--- config.mk ---
export PLATFORM = sky130hd
export DESIGN_NAME = score_sequencer_flat
export DESIGN_NICKNAME = d
export VERILOG_FILES = /design/src/rtl/score_sequencer_if.sv /design/src/rtl/score_sequencer.sv /design/src/flat_wrapper.sv
export SDC_FILE = /design/constraint.sdc
export NUM_CORES = 1
export LEC_CHECK = 0
export CAP_MARGIN = 20
export CORE_ASPECT_RATIO = 1.4
export CORE_MARGIN = 2
export CORE_UTILIZATION = 54
export CTS_CLUSTER_DIAMETER = 100
export CTS_CLUSTER_SIZE = 25
export DETAILED_ROUTE_END_ITERATION = 16
export MAX_ROUTING_LAYER = met4
export PLACE_DENSITY_LB_ADDON = 0.12
export REMOVE_ABC_BUFFERS = 1
export SETUP_SLACK_MARGIN = 0.05
export SYNTH_ARGS = -nofsm -noshare
export SYNTH_HDL_FRONTEND = slang
export SYNTH_SLANG_ARGS = --single-unit
--- constraint.sdc ---
create_clock -name clk -period 4.7 [get_ports clk]
set_input_delay 0.94 -clock clk [delete_from_list [all_inputs] [get_ports clk]]
set_output_delay 0.94 -clock clk [all_outputs]
set_load 0.02 [all_outputs]
--- src/rtl/score_sequencer_if.sv ---
// Event/awarder/score bundle for score_sequencer.
// The slave side is the sequencer; the master side is everything around it:
// the event producer, the point-awarder stub and the score display.
interface score_sequencer_if #(
   parameter int SCORE_W = 14
);
   logic               clear;
   logic               evt_valid;
   logic               evt_ready;
   logic               evt_stacked;
   logic [1:0]         evt_blocks;
   logic [2:0]         evt_height;
   logic               pa_stacked;
   logic [1:0]         pa_blocks;
   logic [2:0]         pa_height;
   logic [4:0]         pa_points;
   logic [SCORE_W-1:0] score;
   logic [2:0]         streak;
   logic [2:0]         misses;
   logic               score_upd;
   logic               game_over;

   modport slave (
      input  clear, evt_valid, evt_stacked, evt_blocks, evt_height, pa_points,
      output evt_ready, pa_stacked, pa_blocks, pa_height,
             score, streak, misses, score_upd, game_over
   );

   modport master (
      output clear, evt_valid, evt_stacked, evt_blocks, evt_height, pa_points,
      input  evt_ready, pa_stacked, pa_blocks, pa_height,
             score, streak, misses, score_upd, game_over
   );
endinterface

--- src/rtl/score_sequencer.sv ---
// Score sequencer for the stacking game.
// Each accepted event is driven onto the point-awarder inputs. The awarder
// result is sampled after one settle cycle. The score, streak and miss
// counters are then updated in a fourth cycle.
// Timeline: accept (E0) -> LOAD -> SAMPLE (E2 samples points) -> ACCUM (E3 updates).
module score_sequencer #(
   parameter int SCORE_W      = 14,
   parameter int COMBO_THRESH = 3,
   parameter int MAX_MISS     = 3
) (
   input logic               clk,
   input logic               rst,
   score_sequencer_if.slave  sq
);
   typedef enum logic [1:0] {IDLE, LOAD, SAMPLE, ACCUM} state_t;

   localparam logic [2:0] MISS_MAX = 3'(MAX_MISS);

   state_t             state_q;
   logic               pa_stacked_q;
   logic [1:0]         pa_blocks_q;
   logic [2:0]         pa_height_q;
   logic [4:0]         pts_q;
   logic [SCORE_W-1:0] score_q, score_d;
   logic [2:0]         streak_q, streak_d;
   logic [2:0]         misses_q, misses_d;
   logic               over_q, over_d;
   logic               upd_q;
   logic [5:0]         add;
   logic [SCORE_W:0]   sum;
   logic               accept;

   // Ready is also gated by rst, so it stays low while reset is held.
   assign sq.evt_ready = (state_q == IDLE) && !over_q && !sq.clear && !rst;
   assign accept       = sq.evt_valid && sq.evt_ready;

   // Next score/streak/miss values, applied at the end of ACCUM.
   always_comb begin
      streak_d = streak_q;
      misses_d = misses_q;
      score_d  = score_q;
      over_d   = over_q;
      add      = '0;
      sum      = '0;
      if (pa_stacked_q) begin
         streak_d = (streak_q == 3'd7) ? 3'd7 : streak_q + 3'd1;
         add      = (32'(streak_d) >= COMBO_THRESH) ? {pts_q, 1'b0} : {1'b0, pts_q};
         // The extra sum bit catches overflow so the score saturates instead of wrapping.
         sum      = {1'b0, score_q} + (SCORE_W+1)'(add);
         score_d  = sum[SCORE_W] ? '1 : sum[SCORE_W-1:0];
      end else begin
         streak_d = '0;
         misses_d = (misses_q == MISS_MAX) ? misses_q : misses_q + 3'd1;
         over_d   = over_q | (misses_d == MISS_MAX);
      end
   end

   // Sequencer FSM plus all registered outputs. Priority: rst, then clear, then normal flow.
   always_ff @(posedge clk or posedge rst) begin
      if (rst) begin
         state_q      <= IDLE;
         pa_stacked_q <= 1'b0;
         pa_blocks_q  <= '0;
         pa_height_q  <= '0;
         pts_q        <= '0;
         score_q      <= '0;
         streak_q     <= '0;
         misses_q     <= '0;
         over_q       <= 1'b0;
         upd_q        <= 1'b0;
      end else if (sq.clear) begin
         state_q      <= IDLE;
         pa_stacked_q <= 1'b0;
         pa_blocks_q  <= '0;
         pa_height_q  <= '0;
         pts_q        <= '0;
         score_q      <= '0;
         streak_q     <= '0;
         misses_q     <= '0;
         over_q       <= 1'b0;
         upd_q        <= 1'b0;
      end else begin
         upd_q <= 1'b0;
         case (state_q)
            IDLE: begin
               // The pa_* outputs hold their last values until the next accept.
               if (accept) begin
                  pa_stacked_q <= sq.evt_stacked;
                  pa_blocks_q  <= sq.evt_blocks;
                  pa_height_q  <= sq.evt_height;
                  state_q      <= LOAD;
               end
            end
            LOAD:   state_q <= SAMPLE;
            SAMPLE: begin
               pts_q   <= sq.pa_points;
               state_q <= ACCUM;
            end
            ACCUM: begin
               score_q  <= score_d;
               streak_q <= streak_d;
               misses_q <= misses_d;
               over_q   <= over_d;
               upd_q    <= 1'b1;
               state_q  <= IDLE;
            end
            default: state_q <= IDLE;
         endcase
      end
   end

   assign sq.pa_stacked = pa_stacked_q;
   assign sq.pa_blocks  = pa_blocks_q;
   assign sq.pa_height  = pa_height_q;
   assign sq.score      = score_q;
   assign sq.streak     = streak_q;
   assign sq.misses     = misses_q;
   assign sq.score_upd  = upd_q;
   assign sq.game_over  = over_q;
endmodule

--- src/flat_wrapper.sv ---
// flat-port wrapper written by rule: the top's interface ports become plain ports
module score_sequencer_flat 
#(
   parameter int SCORE_W      = 14,
   parameter int COMBO_THRESH = 3,
   parameter int MAX_MISS     = 3
)
  (clk, rst, sq_clear, sq_evt_valid, sq_evt_stacked, sq_evt_blocks, sq_evt_height, sq_pa_points, sq_evt_ready, sq_pa_stacked, sq_pa_blocks, sq_pa_height, sq_score, sq_streak, sq_misses, sq_score_upd, sq_game_over);
  score_sequencer_if #(.SCORE_W(SCORE_W)) sq_i ();
  input logic clk;
  input logic rst;
  input wire logic [$bits(sq_i.clear)-1:0] sq_clear;
  input wire logic [$bits(sq_i.evt_valid)-1:0] sq_evt_valid;
  input wire logic [$bits(sq_i.evt_stacked)-1:0] sq_evt_stacked;
  input wire logic [$bits(sq_i.evt_blocks)-1:0] sq_evt_blocks;
  input wire logic [$bits(sq_i.evt_height)-1:0] sq_evt_height;
  input wire logic [$bits(sq_i.pa_points)-1:0] sq_pa_points;
  output wire logic [$bits(sq_i.evt_ready)-1:0] sq_evt_ready;
  output wire logic [$bits(sq_i.pa_stacked)-1:0] sq_pa_stacked;
  output wire logic [$bits(sq_i.pa_blocks)-1:0] sq_pa_blocks;
  output wire logic [$bits(sq_i.pa_height)-1:0] sq_pa_height;
  output wire logic [$bits(sq_i.score)-1:0] sq_score;
  output wire logic [$bits(sq_i.streak)-1:0] sq_streak;
  output wire logic [$bits(sq_i.misses)-1:0] sq_misses;
  output wire logic [$bits(sq_i.score_upd)-1:0] sq_score_upd;
  output wire logic [$bits(sq_i.game_over)-1:0] sq_game_over;
  assign sq_i.clear = sq_clear;
  assign sq_i.evt_valid = sq_evt_valid;
  assign sq_i.evt_stacked = sq_evt_stacked;
  assign sq_i.evt_blocks = sq_evt_blocks;
  assign sq_i.evt_height = sq_evt_height;
  assign sq_i.pa_points = sq_pa_points;
  assign sq_evt_ready = sq_i.evt_ready;
  assign sq_pa_stacked = sq_i.pa_stacked;
  assign sq_pa_blocks = sq_i.pa_blocks;
  assign sq_pa_height = sq_i.pa_height;
  assign sq_score = sq_i.score;
  assign sq_streak = sq_i.streak;
  assign sq_misses = sq_i.misses;
  assign sq_score_upd = sq_i.score_upd;
  assign sq_game_over = sq_i.game_over;
  score_sequencer #(.SCORE_W(SCORE_W), .COMBO_THRESH(COMBO_THRESH), .MAX_MISS(MAX_MISS)) u_core (.clk(clk), .rst(rst), .sq(sq_i));
endmodule
After elaboration in Yosys (flattened, before gate mapping)
Index checks and enable logic that the tools add are counted.
W data, S select, Z words.

storage, ports and cells
  logic and storage cells = 71
  bits in latches = 0
  bits in writable memories = 0
  input bits = 15
  memory bits (read-only) = 0
  output and inout port bits = 29
  register bits = 35
  memories = 0

operators by class
  muxes and demuxes = 32
  add/subtract/negate cells = 3
  bitwise gates (word level) = 1
  $mul = 0
  equality and inequality tests = 8
  shift operators = 0
  div/mod/pow operators = 0
  order comparisons = 1
  reductions and logical operators = 16

operators with widths
  cell                   number
  $mux W14               4
  $mux W3                11
  $add A14 B6 Y15        1
  $mux W2                5
  $mux W5                2
  $reduce_bool A2 Y1     5
  $mux W1                8
  $pmux W2 S4            1
  $add A3 B1 Y3 const B  2
  $eq A3 B2 Y1 const B   2
  $mux W6                1
  $reduce_and A2 Y1      3
  $eq A2 B2 Y1 const B   2
  $logic_and A1 B1 Y1    4
  $eq A3 B3 Y1 const B   1
  $ge A3 B2 Y1 const B   1
  $logic_not A1 Y1       3
  $ne A3 B2 Y1 const B   1
  $eq A2 B1 Y1 const B   1
  $logic_not A2 Y1       1
  $ne A2 B2 Y1 const B   1
  $or A1 B1 Y1           1

Logic depth before layout (Yosys ltp)
Gate-level depths: netlist of the first run.

  word-level depth = 9
  depth in mapped cells = 11
  gate-level depth less buffers = 11

Worst setup path after synthesis of the first run
No wires, ideal clock.

  path type = flip-flop to flip-flop
  start = reg u_core.streak_q[0] (netlist: u_core.sq.streak[0])
  end = reg u_core.score_q[6] (netlist: u_core.sq.score[6])
  library setup time = 0.096 ns
  arrival = 3.230 ns
  required time = 4.604 ns
  path slack = 1.375 ns
  period minus slack after synthesis = 3.325 ns
  stages on the path, launching flop included = 12
  path buffers = 0
  cell sequence = dfrtp_1 ha_1 a211oi_1 and2_1 ha_1 inv_1 fa_1 and2b_1 o211ai_2 a211oi_4 nor2_4 a311oi_2

on the way
  word-level cells in the longest chain between the ends = 9
  elaborated cells between the ends (all ways) = 10
  classes of those cells = add/sub: 2; order compare: 1; eq/ne: 1; mux: 6

RTL lines
  element                                               RTL line                text
  start, declared                                       score_sequencer.sv:25   logic [2:0] streak_q, streak_d;
  start signal, assigned                                score_sequencer.sv:101  streak_q <= streak_d;
  $add A3 B1 Y3 / $eq A3 B3 Y1 (equally long branches)  score_sequencer.sv:46   streak_d = (streak_q == 3'd7) ? 3'd7 : streak_q + 3'd1;
  $mux W3 (*)                                           score_sequencer.sv:46
  $ge A3 B2 Y1 (*)                                      score_sequencer.sv:47   add = (32'(streak_d) >= COMBO_THRESH) ? {pts_q, 1'b0} : {1'b0, pts_q};
  $mux W6 (*)                                           score_sequencer.sv:47
  $add A14 B6 Y15 (*)                                   score_sequencer.sv:49   sum = {1'b0, score_q} + (SCORE_W+1)'(add);
  $mux W14 (*)                                          score_sequencer.sv:50   score_d = sum[SCORE_W] ? '1 : sum[SCORE_W-1:0];
  $mux W14 (*)                                          score_sequencer.sv:45   if (pa_stacked_q) begin
  $mux W14 (*)                                          score_sequencer.sv:84   case (state_q)
  $mux W14 (*)                                          score_sequencer.sv:71   end else if (sq.clear) begin
  end signal, assigned                                  score_sequencer.sv:100  score_q <= score_d;
  end, declared                                         score_sequencer.sv:24   logic [SCORE_W-1:0] score_q, score_d;

Every way passes the cells marked *; elsewhere a longest branch is shown, timed or not. The select of a mux whose other input is x is not followed.
A chain may end at the register's enable or synchronous reset.

Worst setup path after layout of the first run
Same ends and word-level chain as after synthesis.

==> results.sh, run 1 <==
export IMPL_setup_violations=0
export IMPL_synth_edf_count=0
export IMPL_powerDensity_nw_per_um2=294
export IMPL_via_per_inst=5.87
export IMPL_ir_worst_vdd_mv=0.279
export IMPL_max_freq_ghz=0.277
export IMPL_drtAntennaViolNets=0
export IMPL_hold_viol=0
export IMPL_post_dp_cell_area_um2=2500
export IMPL_portBuffers=43
export IMPL_rsz0062_at_grt="false"
export IMPL_synth_cells=198
export IMPL_holdBufCountCts=0
export IMPL_clkSlewWorstSetupHoldPaths_ns=0.07
export IMPL_area_delta_synth_final_pct=27.5
export IMPL_drt_total_wl_mm=4.59
export IMPL_synthFlopType="dfrtp_1"
export IMPL_fill_cells=273
export IMPL_fin_skew_ns=0.00510
export IMPL_h_tree_depth=2
export IMPL_reg2reg_depth=11
export IMPL_worstSetupEndpoint="u_core.sq.score[6]"
export IMPL_place_inst=278
export IMPL_final_layout_size_suffix_gt1_share_pct=12.3
export IMPL_p_leak_nw=1.14
export IMPL_path_max_fanout=6
export IMPL_reg2reg_to="u_core.sq.score[6]"
export IMPL_critical_path_required_ns=4.89
export IMPL_clkSinkCount=35
export IMPL_fin_area_um2=2600
export IMPL_fin_crit_sh_pct=76.7
export IMPL_place_congestion=0.858
export IMPL_cts_made_buffers=5
export IMPL_yosysWarningCount=0
export IMPL_antenna_found_initial=0
export IMPL_worst_pin_slew_ns=0.732
export IMPL_dieHeight_um=76.7
export IMPL_cts_resized_gates=0
export IMPL_clk_root_buffer_cell="clkbuf_8"
export IMPL_die_width_um=56.0
export IMPL_clockBufferDepth=2
export IMPL_std_cell_rows=26
export IMPL_reg2reg_slack_ns=1.10
export IMPL_dr_pass1_iters=4
export IMPL_die_area_um2=4290
export IMPL_drc_errors=0
export IMPL_startpoint="u_core.sq.streak[0]"
export IMPL_hpwl_mm=3.36
export IMPL_diodes=0
export IMPL_floorplan_initialDensity_pct=56.0
export IMPL_finalSetupTns_ns=0
export IMPL_outcome="complete, no violations"
export IMPL_drv_cap=0
export IMPL_post_drt_wl_per_cell_um=16.1
export IMPL_postCtsSetupBuffers=0
export IMPL_r2r_start="u_core.sq.streak[0]"
export IMPL_min_period_ns=3.60
export IMPL_yosysSeqAreaShare_pct=42.9
export IMPL_grt_max_degree=36
export IMPL_synth_cell_types=43
export IMPL_drtIter0Drc=51
export IMPL_fin_cells=286
export IMPL_grt_pass1_wl_mm=8.28
export IMPL_cp_start_kind="flip-flop"
export IMPL_syn_avg_cell_area_um2=10.3
export IMPL_clk_latency_ns=0.28
export IMPL_io_pins=44
export IMPL_core_um2=3640
export IMPL_gr_usage_all_layers_pct=24.9
export IMPL_hold_class="reg -> reg"
export IMPL_ys_ff_latch=35
export IMPL_max_slew_margin_rel_pct=50.9
export IMPL_whs_ns=0.508
export IMPL_final_core_util_pct=71.4
export IMPL_grt_remaining_overflow=0
export IMPL_grt_pass1_vias=1769
export IMPL_cts_tree="done"
export IMPL_async_reset_ff_share_pct=100
export IMPL_critPathKind="reg -> reg"
export IMPL_slew_viol_final=0
export IMPL_cp_data_arrival_time_ns=3.80
export IMPL_final_nets=271
export IMPL_netlist_area_um2=2040
export IMPL_vias=1679
export IMPL_crit_path_end_kind="flip-flop"
-- layout make-up --
class / count / area (µm²) / area share, %
multi-input combinational: 147 / 1090 / 42.0
tap: 42 / 52.6 / 2.02
clock buffer: 8 / 100 / 3.85
sequential: 35 / 876 / 33.7
inverter: 9 / 33.8 / 1.30
timing repair buffer: 45 / 445 / 17.1
-- logic make-up after synthesis --
family	after synthesis	synth area share, %
fa+ha+maj	13	8.34
buf+inv	16	3.49
mux	11	5.64
simple gates	80	22.3
flops	35	42.9
xor+xnor	5	2.15
compound gates	38	15.2
-- synth_stat cells, types with 2 or more instances --
| cell type | number | area, µm² |
|---|---|---|
| nand2b_1 | 4 | 25.0 |
| clkbuf_1 | 5 | 18.8 |
| a211oi_4 | 2 | 40.0 |
| mux2_2 | 4 | 45.0 |
| nand3b_1 | 6 | 45.0 |
| nand2_1 | 13 | 48.8 |
| dfrtp_1 | 35 | 876 |
| and2_1 | 2 | 12.5 |
| a211oi_1 | 11 | 82.6 |
| nor2_1 | 22 | 82.6 |
| mux2i_1 | 7 | 70.1 |
| nand3_1 | 10 | 50.1 |
| a21oi_1 | 8 | 40.0 |
| inv_1 | 9 | 33.8 |
| a311oi_2 | 2 | 30.0 |
| and4_4 | 2 | 22.5 |
| a31oi_1 | 4 | 25.0 |
| nor2b_1 | 4 | 25.0 |
| xor2_1 | 3 | 26.3 |
| o21ai_0 | 3 | 15.0 |
| ha_1 | 12 | 150 |
| xnor2_1 | 2 | 17.5 |
| o211ai_1 | 2 | 15.0 |
| nor3_1 | 7 | 35.0 |
-- stage by stage --
| step | setup slack [ns] | total power [mW] |
|---|---|---|
| floorplan | 1.37 | 0.460 |
| global placement | 1.17 | 0.517 |
| detailed placement | 1.14 | 0.533 |
| CTS | 1.10 | 0.772 |
| global route | 0.766 | 0.806 |
| finish | 1.10 | 0.765 |
-- state kept, by name, summed over array words and instances (netlist names) --
register and flops:
u_core.sq.score 14, u_core.pts_q 5, u_core.sq.misses 3, u_core.sq.pa_height 3, u_core.sq.streak 3, u_core.sq.pa_blocks 2, u_core.state_q 2, u_core.sq.game_over 1
u_core.sq.pa_stacked 1, u_core.sq.score_upd 1
-- cell usage in the layout, fill, tap and decap left out, drive strengths merged, types with 2 or more instances in the layout --
master | Yosys | routed
nor2 | 23 | 23
xor2 | 3 | 3
nand2 | 14 | 14
dfrtp | 35 | 35
and2 | 2 | 2
buf | 2 | 2
nor2b | 5 | 5
nand3 | 11 | 11
mux2 | 4 | 4
a211oi | 13 | 13
nand2b | 4 | 4
o21ai | 4 | 4
clkbuf | 5 | 8
a21oi | 8 | 8
nand3b | 6 | 6
ha | 12 | 12
mux2i | 7 | 7
inv | 9 | 9
nor3 | 7 | 7
xnor2 | 2 | 2
and4 | 3 | 3
o211ai | 3 | 3
a311oi | 2 | 2
clkdlybuf4s50 | 0 | 43
a31oi | 4 | 4
-- critical path: stages (launching register included) --
cell and delay, ns:
dfrtp_1 0.42, ha_1 0.31, a211oi_1 0.65, and2_1 0.23, ha_1 0.20, inv_1 0.07, fa_1 0.39, and2b_1 0.26
o211ai_2 0.13, a211oi_4 0.46, nor2_4 0.12, a311oi_2 0.27
-- power by group --
part           total [mW]  switching, mW  internal, mW
Sequential          0.340         0.0175         0.322
Combinational       0.186          0.101        0.0844
Clock               0.240          0.106         0.134
-- worst min-delay path by stage --
stage,startpoint,endpoint,slack (ns),cells after the start
finish,u_core.sq.pa_blocks[0],u_core.sq.pa_blocks[0],0.51,2
global route,u_core.sq.pa_height[0],u_core.sq.pa_height[0],0.53,2
CTS,u_core.sq.pa_blocks[0],u_core.sq.pa_blocks[0],0.51,2
detailed placement,u_core.sq.pa_blocks[0],u_core.sq.pa_blocks[0],0.50,2
global placement,u_core.sq.pa_height[0],u_core.sq.pa_height[0],0.49,2
floorplan,u_core.pts_q[4],u_core.pts_q[4],0.50,2
-- routing by layer --
layer | routed length [µm] | global-route usage, % | vias up
met5 | 0 | - | -
met4 | 95 | 9.05 | 0
met3 | 233 | 5.73 | 11
met2 | 2320 | 40.8 | 56
met1 | 1950 | 30.0 | 810
li1 | - | - | 802
Power figures use the tool's default switching activity.
==> run 2, diff against run 1 <==
CORE_UTILIZATION = 51   (was 54)
clock period = 3.45 ns   (was 4.7 ns; I/O delays follow)
==> run 2 against run 1 <==
  * First-iteration DRC count grew 80%
  * Combinational power up 37%
  * Sequential power up 36%
  * Final cell count grew 1.4%
  * Register-to-register slack worse by 0.81 ns
  * Flip-flop and latch count unchanged
  * Power rose by 33%
  * Routed wire length increased by 4.4%
  * Critical endpoint unchanged
==> results.sh, run 2 (synthesis results as in run 1) <==
export IMPL_clkSinkCount=35
export IMPL_clk_root_buffer_cell="clkbuf_8"
export IMPL_ff_latch_area_um2=876
export IMPL_ir_worst_vdd_mv=0.329
export IMPL_fin_skew_ns=0.00835
export IMPL_dr_pass1_iters=5
export IMPL_critPathKind="reg -> reg"
export IMPL_layout_commonest_cell="clkdlybuf4s50_1"
export IMPL_cts_tree="done"
export IMPL_p_leak_nw=1.16
export IMPL_clockBufferDepth=2
export IMPL_antenna_found_initial=0
export IMPL_drtAntennaViolNets=0
export IMPL_drtIter0Drc=92
export IMPL_die_width_um=57.5
export IMPL_layout_common_cells="clkdlybuf4s50_1 (43), dfrtp_1 (35), nor2_1 (22), nand2_1 (13), ha_1 (12)"
export IMPL_grt_pass1_wl_mm=8.07
export IMPL_gr_usage_all_layers_pct=23.8
export IMPL_largest_reg_flops=14
export IMPL_area_delta_synth_final_pct=28.4
export IMPL_path_cells="ha_1 -> a211oi_1 -> buf_4 -> and2_1 -> ha_1 -> inv_1 -> fa_1 -> and2b_1 -> o211ai_2 -> a211oi_4 -> buf_4 -> nor2_4 -> a311oi_2"
export IMPL_grt_remaining_overflow=0
export IMPL_fin_area_um2=2620
export IMPL_io_pins=44
export IMPL_h_tree_depth=2
export IMPL_drt_total_wl_mm=4.79
export IMPL_max_slew_margin_rel_pct=69.5
export IMPL_clkSlewWorstSetupHoldPaths_ns=0.07
export IMPL_final_nets=275
export IMPL_diodes=0
export IMPL_final_core_util_pct=67.4
export IMPL_cts_made_buffers=5
export IMPL_hold_class="reg -> reg"
export IMPL_hold_viol=0
export IMPL_slowest_stage="dfrtp_1"
export IMPL_multi_input_area_um2=1090
export IMPL_fin_crit_sh_pct=91.7
export IMPL_crit_path_end_kind="flip-flop"
export IMPL_final_layout_size_suffix_gt1_share_pct=13.8
export IMPL_critical_path_required_ns=3.65
export IMPL_holdBufCountCts=0
export IMPL_drc_errors=0
export IMPL_rsz0062_at_grt="false"
export IMPL_hpwl_mm=3.49
export IMPL_core_um2=3880
export IMPL_fill_cells=324
export IMPL_finalSetupTns_ns=0
export IMPL_worst_pin_slew_ns=0.457
export IMPL_floorplan_initialDensity_pct=52.5
export IMPL_place_inst=281
export IMPL_post_drt_wl_per_cell_um=16.5
export IMPL_path_max_fanout=6
export IMPL_outcome="complete, no violations"
export IMPL_post_dp_cell_area_um2=2520
export IMPL_fin_cells=290
export IMPL_cp_slowest_stage_delay_ns=0.42
export IMPL_slew_viol_final=0
export IMPL_std_cell_rows=27
export IMPL_powerDensity_nw_per_um2=390
export IMPL_dieHeight_um=78.8
export IMPL_cp_data_arrival_time_ns=3.36
export IMPL_portBuffers=43
export IMPL_drv_cap=0
export IMPL_max_freq_ghz=0.316
export IMPL_cp_start_kind="flip-flop"
export IMPL_via_per_inst=5.82
export IMPL_min_period_ns=3.16
export IMPL_power_mw=1.02
export IMPL_clk_latency_ns=0.29
export IMPL_vias=1688
export IMPL_grt_pass1_vias=1736
export IMPL_die_area_um2=4530
export IMPL_place_congestion=0.875
export IMPL_grt_max_degree=36
export IMPL_setup_violations=0
## run 2: worst paths after layout
check	start	to	slack (ns)	depth (start not counted)
hold / removal	u_core.sq.pa_height[2]	u_core.sq.pa_height[2]	0.52	2
hold reg to reg	u_core.sq.pa_height[2]	u_core.sq.pa_height[2]	0.52	2
setup / recovery	u_core.sq.streak[0]	u_core.sq.score[6]	0.29	13
max in group asynchronous	rst	u_core.sq.score[0]	2.23	3
setup reg to reg	u_core.sq.streak[0]	u_core.sq.score[6]	0.29	13
min in group asynchronous	rst	u_core.sq.pa_blocks[0]	0.88	3
## run 2: report_power, final
group	leakage, nW	switching [mW]	internal (mW)
clock network	0.0470	0.146	0.157
logic	0.623	0.137	0.118
registers	0.485	0.0236	0.439
total	1.16	0.307	0.714
## run 2: metrics by stage
stage | setup WS (ns) | hold slack [ns]
after floorplan | 0.125 | 0.495
after global placement | 0.318 | 0.491
after detailed placement | 0.191 | 0.501
after CTS | 0.180 | 0.520
after global routing | 0.0699 | 0.562
final | 0.286 | 0.516
## run 2: layout make-up
| class | instances | area share (%) |
|---|---|---|
| flip-flops and latches | 35 | 33.4 |
| repair buffers | 49 | 18.1 |
| clock inverters | 1 | 0.191 |
| well taps | 43 | 2.05 |
| clock buffers | 6 | 3.15 |
| multi-input cells | 147 | 41.7 |
| inverters | 9 | 1.29 |
## run 2: critical path: cells and delay by family (launching register included)
| family | cells | cell delay, ns |
|---|---|---|
| DFF | 1 | 0.42 |
| AOI/OAI and AO/OA | 4 | 0.92 |
| buffers and inverters | 3 | 0.42 |
| and+or+nand+nor | 3 | 0.43 |
| adders and majority gates | 3 | 0.89 |
## run 2: timing repair
action / CTS / global route
endpoints found under the hold margin: 0 / 0
resized for setup: 0 / 0
endpoints found under the setup margin: 0 / 10
buffers inserted: 0 / 2
## run 2: routing by layer
metal	global-route usage, %	up-vias	share of wire, %
met5	-	-	0
met2	39.3	61	52
li1	-	805	-
met4	9.53	0	2.2
met1	27.8	812	41
met3	5.37	10	5.3
==> run 3, diff against run 2 <==
PLACE_DENSITY_LB_ADDON = 0.08   (was 0.12)
==> run 3 against run 2 <==
  * Routed wire length down 2.2%
  * Sequential power about the same
  * Clock skew down 0.0038 ns
  * Clock power up 6.6%
  * Fmax down 1.3%
  * First-iteration DRC count down 35%
  * Combinational power down 2%
  * Final cell count up 0.34%
  * Global-route usage down 0.91 points
  * Power up 1.5%
  * Critical path depth unchanged
  * Critical endpoint is now u_core.sq.score[13]
  * Largest cell class unchanged
==> results.sh, run 3 (synthesis results as in run 1) <==
export IMPL_outcome="complete, no violations"
export IMPL_dieHeight_um=78.8
export IMPL_rsz0062_at_grt="false"
export IMPL_r2r_start="u_core.sq.streak[0]"
export IMPL_setup_violations=0
export IMPL_via_per_inst=5.78
export IMPL_p_leak_nw=1.16
export IMPL_cp_slowest_stage_delay_ns=0.42
export IMPL_p_switching_uw=297
export IMPL_powerDensity_nw_per_um2=394
export IMPL_grt_pass1_wl_mm=7.87
export IMPL_min_period_ns=3.21
export IMPL_layout_commonest_cell="clkdlybuf4s50_1"
export IMPL_place_inst=281
export IMPL_drtAntennaViolNets=0
export IMPL_final_layout_size_suffix_gt1_share_pct=13.7
export IMPL_crit_path_end_kind="flip-flop"
export IMPL_clockBufferDepth=2
export IMPL_slew_viol_final=0
export IMPL_fin_area_um2=2630
export IMPL_path_cells="ha_1 -> a211oi_1 -> buf_4 -> and2_1 -> ha_1 -> inv_1 -> fa_1 -> and2b_1 -> o211ai_2 -> a211oi_4 -> buf_4 -> nor2b_4 -> a311oi_2"
export IMPL_hold_class="reg -> reg"
export IMPL_grt_remaining_overflow=0
export IMPL_reg2reg_depth=13
export IMPL_finalSetupTns_ns=0
export IMPL_clk_root_buffer_cell="clkbuf_8"
export IMPL_critPathKind="reg -> reg"
export IMPL_hold_end="u_core.sq.pa_blocks[0]"
export IMPL_drc_errors=0
export IMPL_portBuffers=43
export IMPL_io_pins=44
export IMPL_final_nets=275
export IMPL_die_width_um=57.5
export IMPL_place_ws_ns=0.229
export IMPL_gr_usage_all_layers_pct=22.9
export IMPL_cp_start_kind="flip-flop"
export IMPL_antenna_found_initial=0
export IMPL_cts_resized_gates=0
export IMPL_layout_common_cells="clkdlybuf4s50_1 (43), dfrtp_1 (35), nor2_1 (22), nand2_1 (13), ha_1 (12)"
export IMPL_critical_path_required_ns=3.63
export IMPL_hold_viol=0
export IMPL_intPower_uw=739
export IMPL_clkSlewWorstSetupHoldPaths_ns=0.07
export IMPL_std_cell_rows=27
export IMPL_area_delta_synth_final_pct=29.0
export IMPL_floorplan_initialDensity_pct=52.5
export IMPL_diodes=0
export IMPL_pwr_share_clk_pct=31.2
export IMPL_place_congestion=0.945
export IMPL_max_freq_ghz=0.312
export IMPL_drtIter0Drc=60
export IMPL_swShare_pct=28.7
export IMPL_post_route_worst_setup_slack_ns=0.245
export IMPL_max_slew_margin_rel_pct=69.9
export IMPL_post_drt_wl_per_cell_um=16.1
export IMPL_worst_pin_slew_ns=0.451
export IMPL_vias=1681
export IMPL_h_tree_depth=2
export IMPL_cts_tree="done"
export IMPL_die_area_um2=4530
export IMPL_fin_skew_ns=0.00450
export IMPL_hold_path_cell_count=2
export IMPL_clk_latency_ns=0.28
export IMPL_dr_pass1_iters=4
export IMPL_drv_cap=0
export IMPL_reg2reg_to="u_core.sq.score[13]"
export IMPL_core_um2=3880
export IMPL_drt_total_wl_mm=4.69
export IMPL_power_mw=1.04
export IMPL_post_dp_cell_area_um2=2520
export IMPL_grt_pass1_vias=1678
export IMPL_ir_worst_vdd_mv=0.298
export IMPL_hpwl_mm=3.41
export IMPL_cp_data_arrival_time_ns=3.39
export IMPL_comb_power_share_pct=24.0
export IMPL_slowest_stage="dfrtp_1"
export IMPL_reg2reg_slack_ns=0.24
export IMPL_grt_max_degree=36
export IMPL_fin_cells=291
export IMPL_path_max_fanout=6
export IMPL_cts_made_buffers=5
export IMPL_clkSinkCount=35
export IMPL_fin_crit_sh_pct=92.9
export IMPL_seqPwrFrac_pct=44.8
export IMPL_hp_start="u_core.sq.pa_blocks[0]"
export IMPL_largest_reg_flops=14
## run 3: changes by cell type in the layout (fill, tap and decap cells not counted), sizes merged
cell	before	now
clkbuf	6	8
clkinv	1	0
## run 3: repair_timing
| action | CTS | global route |
|---|---|---|
| hold buffers | 0 | 0 |
| buffers inserted | 0 | 2 |
| setup endpoints to repair | 0 | 7 |
## run 3: worst max-delay path: cells and delay by family (launching register included)
family / cells / cell delay, ns
AO/OA/AOI/OAI: 4 / 0.94
adder cells (fa/ha/maj): 3 / 0.89
buffers and inverters: 3 / 0.43
flip-flops: 1 / 0.42
AND/OR/NAND/NOR: 3 / 0.42
## run 3: final cells by class
class / instances / area [µm²]
timing repair buffer: 49 / 475
sequential: 35 / 876
multi-input combinational: 147 / 1090
fill: 320 / 1250
clock buffer: 8 / 100
tap: 43 / 53.8
inverter: 9 / 33.8
## run 3: how the worst max path moves through the flow
| stage | start | endpoint | slack [ns] | depth (start not counted) |
|---|---|---|---|---|
| global route | u_core.sq.streak[0] | u_core.sq.score[13] | 0.06 | 13 |
| floorplan | u_core.sq.streak[0] | u_core.sq.score[6] | 0.12 | 11 |
| detailed placement | u_core.sq.streak[0] | u_core.sq.score[13] | 0.23 | 12 |
| global placement | u_core.sq.streak[0] | u_core.sq.score[6] | 0.29 | 12 |
| finish | u_core.sq.streak[0] | u_core.sq.score[13] | 0.24 | 13 |
| CTS | u_core.sq.streak[0] | u_core.sq.score[13] | 0.21 | 12 |
## run 3: power groups by stage
| stage | Combinational [mW] | Sequential, mW | Clock (mW) |
|---|---|---|---|
| after CTS | 0.253 | 0.464 | 0.329 |
| final | 0.249 | 0.464 | 0.323 |
| after floorplan | 0.149 | 0.478 | 0 |
| after global placement | 0.242 | 0.468 | 0 |
| after detailed placement | 0.250 | 0.471 | 0 |
| after global routing | 0.278 | 0.468 | 0.347 |
## run 3: stage by stage
step	utilization (%)	hold slack [ns]
global route	67.8	0.555
finish	67.8	0.520
floorplan	-	0.495
CTS	67.4	0.523
detailed placement	64.8	0.508
global placement	64.8	0.489
## run 3: metal layers
metal	GRT usage [%]	share of wire, %
met2	36.4	53
met5	-	0
met1	28.3	42
met3	4.23	3.5
met4	10.2	1.6
